--- src/rtl/clasif_pkg.sv ---
// clasif_pkg: grade/state enums, grade encodings and the score-to-grade rule
// shared by the coffee-bean classifier.
package clasif_pkg;
   typedef enum logic [1:0] {NONE = 2'b00, BAJA = 2'b01, MEDIA = 2'b10, ALTA = 2'b11} grade_t;
   typedef enum logic [1:0] {IDLE, SAMPLE, DECIDE, HOLD} state_t;
   localparam logic [1:0] GRADE_NONE  = 2'b00;
   localparam logic [1:0] GRADE_BAJA  = 2'b01;
   localparam logic [1:0] GRADE_MEDIA = 2'b10;
   localparam logic [1:0] GRADE_ALTA  = 2'b11;
   function automatic grade_t classify(input int score, input int n);
      return score == n ? ALTA : score >= (n + 1) / 2 ? MEDIA : BAJA;
   endfunction
endpackage

--- src/rtl/sensor_estable.sv ---
// sensor_estable: flags a sensor vector that has held for STABLE_CYCLES
// consecutive identical samples; vec is the last registered sample.
module sensor_estable #(
   parameter int W             = 3,
   parameter int STABLE_CYCLES = 4
) (
   input  logic         clk,
   input  logic         rst_n,
   input  logic         clr,
   input  logic [W-1:0] d,
   output logic         stable,
   output logic [W-1:0] vec
);
   localparam int CW = $clog2(STABLE_CYCLES + 1);
   localparam logic [CW-1:0] S_MAX = CW'(STABLE_CYCLES);
   logic [CW-1:0] cnt;
   always_ff @(posedge clk or negedge rst_n) begin
      if (!rst_n) begin
         cnt <= '0;
         vec <= '0;
      end else begin
         vec <= d;
         cnt <= (clr || d != vec) ? '0 : cnt == S_MAX ? cnt : cnt + 1'b1;
      end
   end
   assign stable = !clr && cnt == S_MAX;
endmodule

--- src/rtl/clasificador_cafe_multi.sv ---
// clasificador_cafe_multi: grades a bean from NUM_SENSORS pass/fail sensors.
// Grade counters exist only when CLASIF_STATS_EN is defined.
module clasificador_cafe_multi
   import clasif_pkg::*;
#(
   parameter int NUM_SENSORS    = 3,
   parameter int STABLE_CYCLES  = 4,
   parameter int TIMEOUT_CYCLES = 64,
   parameter int CNT_W          = 8
) (
   input  logic                   clk,
   input  logic                   rst_n,
   input  logic                   ena,
   input  logic                   bean_present,
   input  logic [NUM_SENSORS-1:0] sensor_in,
   input  logic                   grade_ready,
   output logic                   grade_valid,
   output logic [1:0]             grade,
   output logic                   led_baja,
   output logic                   led_media,
   output logic                   led_alta,
   output logic                   timeout_err,
   output logic                   busy,
   output logic [CNT_W-1:0]       cnt_baja,
   output logic [CNT_W-1:0]       cnt_media,
   output logic [CNT_W-1:0]       cnt_alta
);
   localparam int TW = $clog2(TIMEOUT_CYCLES + 1);
   state_t state, state_n;
   grade_t grade_q;
   logic bean_q, armed, rise, stable, timeout, hs, forced;
   logic [TW-1:0] tcnt;
   logic [NUM_SENSORS-1:0] vec, vec_q;

   sensor_estable #(.W(NUM_SENSORS), .STABLE_CYCLES(STABLE_CYCLES)) u_estable (
      .clk(clk), .rst_n(rst_n), .clr(state != SAMPLE), .d(sensor_in), .stable(stable), .vec(vec)
   );

   // armed stays low after reset until bean_present is seen low, so a bean
   // already present at reset release cannot start a measurement
   assign rise        = ena && armed && bean_present && !bean_q;
   assign timeout     = tcnt == TW'(TIMEOUT_CYCLES - 1);
   assign grade_valid = state == HOLD;
   assign hs          = grade_valid && grade_ready;
   assign grade       = grade_valid ? grade_q : GRADE_NONE;
   assign busy        = state != IDLE;

   always_comb begin
      state_n = state;
      case (state)
         IDLE:    state_n = rise ? SAMPLE : IDLE;
         SAMPLE:  state_n = (stable || timeout) ? DECIDE : SAMPLE;
         DECIDE:  state_n = HOLD;
         default: state_n = grade_ready ? IDLE : HOLD;
      endcase
   end

   always_ff @(posedge clk or negedge rst_n) begin
      if (!rst_n) begin
         state       <= IDLE;
         bean_q      <= 1'b0;
         armed       <= 1'b0;
         tcnt        <= '0;
         timeout_err <= 1'b0;
         vec_q       <= '0;
         forced      <= 1'b0;
         grade_q     <= NONE;
         led_baja    <= 1'b0;
         led_media   <= 1'b0;
         led_alta    <= 1'b0;
      end else begin
         state       <= state_n;
         bean_q      <= bean_present;
         armed       <= armed || !bean_present;
         tcnt        <= state == SAMPLE ? tcnt + 1'b1 : '0;
         timeout_err <= state == SAMPLE && !stable && timeout;
         if (state == SAMPLE && (stable || timeout)) begin
            vec_q  <= stable ? vec : sensor_in;
            forced <= !stable;
         end
         if (state == DECIDE) grade_q <= forced ? BAJA : classify($countones(vec_q), NUM_SENSORS);
         if (hs) begin
            led_baja  <= grade_q == BAJA;
            led_media <= grade_q == MEDIA;
            led_alta  <= grade_q == ALTA;
         end
      end
   end

`ifdef CLASIF_STATS_EN
   logic [CNT_W-1:0] cb, cm, ca;
   always_ff @(posedge clk or negedge rst_n) begin
      if (!rst_n) begin
         cb <= '0;
         cm <= '0;
         ca <= '0;
      end else if (hs) begin
         if (grade_q == BAJA && !(&cb)) cb <= cb + 1'b1;
         if (grade_q == MEDIA && !(&cm)) cm <= cm + 1'b1;
         if (grade_q == ALTA && !(&ca)) ca <= ca + 1'b1;
      end
   end
   assign cnt_baja  = cb;
   assign cnt_media = cm;
   assign cnt_alta  = ca;
`else
   assign cnt_baja  = '0;
   assign cnt_media = '0;
   assign cnt_alta  = '0;
`endif
endmodule

--- config.mk ---
export PLATFORM = sky130hd
export DESIGN_NAME = clasificador_cafe_multi
export DESIGN_NICKNAME = d
export VERILOG_FILES = /design/src/rtl/clasif_pkg.sv /design/src/rtl/sensor_estable.sv /design/src/rtl/clasificador_cafe_multi.sv
export SDC_FILE = /design/constraint.sdc
export NUM_CORES = 1
export LEC_CHECK = 0
export CORE_MARGIN = 3
export CORE_UTILIZATION = 50
export DETAILED_ROUTE_END_ITERATION = 16
export PLACE_DENSITY = 0.83
export SKIP_CTS_REPAIR_TIMING = 1
export SYNTH_ARGS = -nofsm -noshare
export SYNTH_HDL_FRONTEND = slang
export SYNTH_SLANG_ARGS = --single-unit
--- constraint.sdc ---
create_clock -name clk -period 4.2 [get_ports clk]
set_input_delay 0.42 -clock clk [delete_from_list [all_inputs] [get_ports clk]]
set_output_delay 0.42 -clock clk [all_outputs]
set_load 0.02 [all_outputs]
==> flow_metrics.tcl <==
set metrics [dict create \
    first_global_vias 887 \
    hold_viol_final 0 \
    p_int_mw 0.400 \
    antenna_cells 0 \
    ys_types 34 \
    path_max_fanout 10 \
    portBuffers 15 \
    clock_latency_ps 320 \
    path_cells "or2_2 -> clkdlybuf4s50_1" \
    htree_levels 1 \
    synth_compound_area_share_pct 7.85 \
    p_leak_nw 0.701 \
    boundaryPins 40 \
    netlist_area_um2 1400 \
    swShare_pct 35.1 \
    p_clk_share_pct 17.9 \
    fin_setup_tns_ps 0 \
    slowest_delay_ps 530 \
    finalSetupViolCount 0 \
    core_area_um2 2570 \
    ys_warn_count 0 \
    synthSimpleGateAreaFrac_pct 19.2 \
    synth_fa_ha_area_share_pct 4.10 \
    finalCritPeriodShare_pct 49.6 \
    synthMuxAreaShare_pct 0 \
    required_ps 3780 \
    nets 169 \
    critPathCaptureType "output pin" \
    cap_violations 0 \
    synth-edff-count 0 \
    fmax_ghz 0.480 \
    ff2ff_setup_slack_ps 2330 \
    synth_seq_cells 27 \
    routedWlPerCell_um 12.2 \
    clock_path_buffers 2 \
    vias 950 \
    synth_top_family_by_area "simple AND/OR/NAND/NOR gates" \
    drt_pass1_iterations 4 \
    sequentialPowerShare_pct 54.7 \
    grt_pass1_wl_mm 3.88 \
    combPwrFrac_pct 27.4 \
    cts.root.buffer_cell "clkbuf_4" \
    status "finished, final reports clean" \
    start_util_pct 54.6 \
    drv_slew 0 \
    wl_mm 2.28 \
    gp_congestion 0.755 \
    irDropWorstVdd_uv 261 \
    worstPathArrival_ps 1660 \
    skew_ps 5.53 \
    power_density_nw_per_um2 409 \
    drtAntennaViolNets 0 \
    crit_type "reg2out" \
    rsz0062_at_grt "no" \
    track_usage_pct 15.1 \
    start_kind "flip-flop" \
    place_ws_ps 2350 \
    dr.first_iter.drc_count 28 \
    via_per_inst 5.11 \
    cp_slowest_cell "clkdlybuf4s50_1" \
    dieWidth_um 59.0 \
    cts_buffers 3 \
    synthToLayoutAreaGrowth_pct 7.23 \
    drc 0 \
    antenna_found_initial 0 \
    drive_gt1_share_pct 4.49 \
    numClockSinks 27 \
    clkSlewWorstSetupHoldPaths_ps 140 \
    hpwl_mm 1.75 \
    slew_headroom_pct 22.0 \
    ys_seq_area_share_pct 48.2 \
    cts_tree "yes" \
    synth_xor_area_share_pct 4.37 \
    dieArea_um2 3480 \
    avgSynthCellArea_um2 9.95 \
    syn_inst 141 \
    p_switching_mw 0.216 \
    worst_pin_slew_ps 1170 \
    grt_overflow 0 \
    row_count 18 \
    layout_min_cycle_time_ps 2080 \
    fp.dieH_um 59.0 \
    hold_class "reg2reg" \
    grt_max_degree 28 \
    setup_ws_ps 2120 \
    synth-main-ff-cell "dfrtp_1" \
    async_flop_share_pct 100 \
]
-- per-layer routing --
metal | GRT usage (%) | up-vias | part of all wire [%]
met1 | 17.3 | 445 | 42
met3 | 5.26 | 4 | 9.7
met2 | 26.0 | 46 | 47
met4 | 5.18 | 0 | 1.4
li1 | - | 455 | -
met5 | 0 | - | 0
-- cell type report --
type                       instances  area [µm²]
inverter                           7        26.3
timing repair buffer              15         150
multi-input combinational        103         588
fill                             228        1060
clock buffer                       4        26.3
sequential                        27         676
tap                               30        37.5
-- power by group through the flow --
stage	clock network, mW	registers [mW]	logic [mW]
finish	0.110	0.336	0.169
global route	0.126	0.344	0.196
CTS	0.115	0.337	0.169
detailed placement	0	0.342	0.169
global placement	0	0.338	0.163
floorplan	0	0.337	0.147
-- stage by stage --
| stage | hold WS [ps] | area, µm² | total power, mW | cells | utilization, % |
|---|---|---|---|---|---|
| after floorplan | 124 | 1490 | 0.484 | 164 | - |
| after global placement | 454 | 1480 | 0.501 | 182 | 57.6 |
| after detailed placement | 469 | 1480 | 0.511 | 182 | 57.6 |
| after CTS | 500 | 1500 | 0.621 | 186 | 58.6 |
| after global routing | 526 | 1500 | 0.666 | 186 | 58.6 |
| final | 492 | 1500 | 0.615 | 186 | 58.6 |
-- synth_stat cells (2+ instances only) --
| cell | instances | area share, % |
|---|---|---|
| xnor2_1 | 2 | 1.2 |
| xor2_1 | 5 | 3.1 |
| or3_1 | 2 | 0.89 |
| dfrtp_1 | 27 | 48 |
| and3_1 | 2 | 0.89 |
| and2_1 | 2 | 0.89 |
| nand2b_1 | 3 | 1.3 |
| buf_4 | 24 | 13 |
| nor2_1 | 8 | 2.1 |
| o21ai_0 | 4 | 1.4 |
| nand2_1 | 15 | 4.0 |
| o22a_1 | 2 | 1.2 |
| a221oi_1 | 3 | 1.9 |
| nand3_1 | 4 | 1.4 |
| a21oi_1 | 3 | 1.1 |
| nor3_1 | 9 | 3.2 |
| inv_1 | 7 | 1.9 |
| ha_1 | 3 | 2.7 |
-- path summary, 6_finish.rpt --
check | start | end | depth (start not counted)
worst min-delay path | led_baja$_DFFE_PN0P_ | led_baja$_DFFE_PN0P_ | 2
worst min register to register | led_baja$_DFFE_PN0P_ | led_baja$_DFFE_PN0P_ | 2
max in group asynchronous | rst_n | u_estable.cnt[0]$_DFFE_PN0P_ | 1
min in group asynchronous | rst_n | led_media$_DFFE_PN0P_ | 1
worst max-delay path | state[0]$_DFF_PN0_ | busy | 2
worst max register to register | state[1]$_DFF_PN0_ | u_estable.cnt[2]$_DFFE_PN0P_ | 3
-- kinds of logic after synthesis --
family | after synthesis
flip-flops | 27
adder cells (fa/ha/maj) | 4
AO/OA/AOI/OAI | 16
AND/OR/NAND/NOR | 52
other | 1
XOR/XNOR | 7
buffers and inverters | 34
-- worst max-delay path: cells and delay by family (launching register included) --
family	cells	cell delay [ps]
buffers and inverters	1	530
flip-flops	1	490
AND/OR/NAND/NOR	1	320
-- placed cells by master, fill, tap and decap left out, types with 4 or more instances in the layout --
master and count:
xor2_1 5, o21ai_0 4, dfrtp_1 27, clkdlybuf4s50_1 15, conb_1 24, nand3_1 4, nor3_1 9, nor2_1 8
nand2_1 15, inv_1 7
-- state kept, by name, summed over array words and instances (netlist names) --
| register | cells |
|---|---|
| grade_q | 2 |
| state | 2 |
| vec_q | 3 |
| forced | 1 |
| led_alta | 1 |
| tcnt | 7 |
| armed | 1 |
| u_estable.vec | 3 |
| led_baja | 1 |
| u_estable.cnt | 3 |
| timeout_err | 1 |
| bean_q | 1 |
| led_media | 1 |
Power figures use the tool's default switching activity.
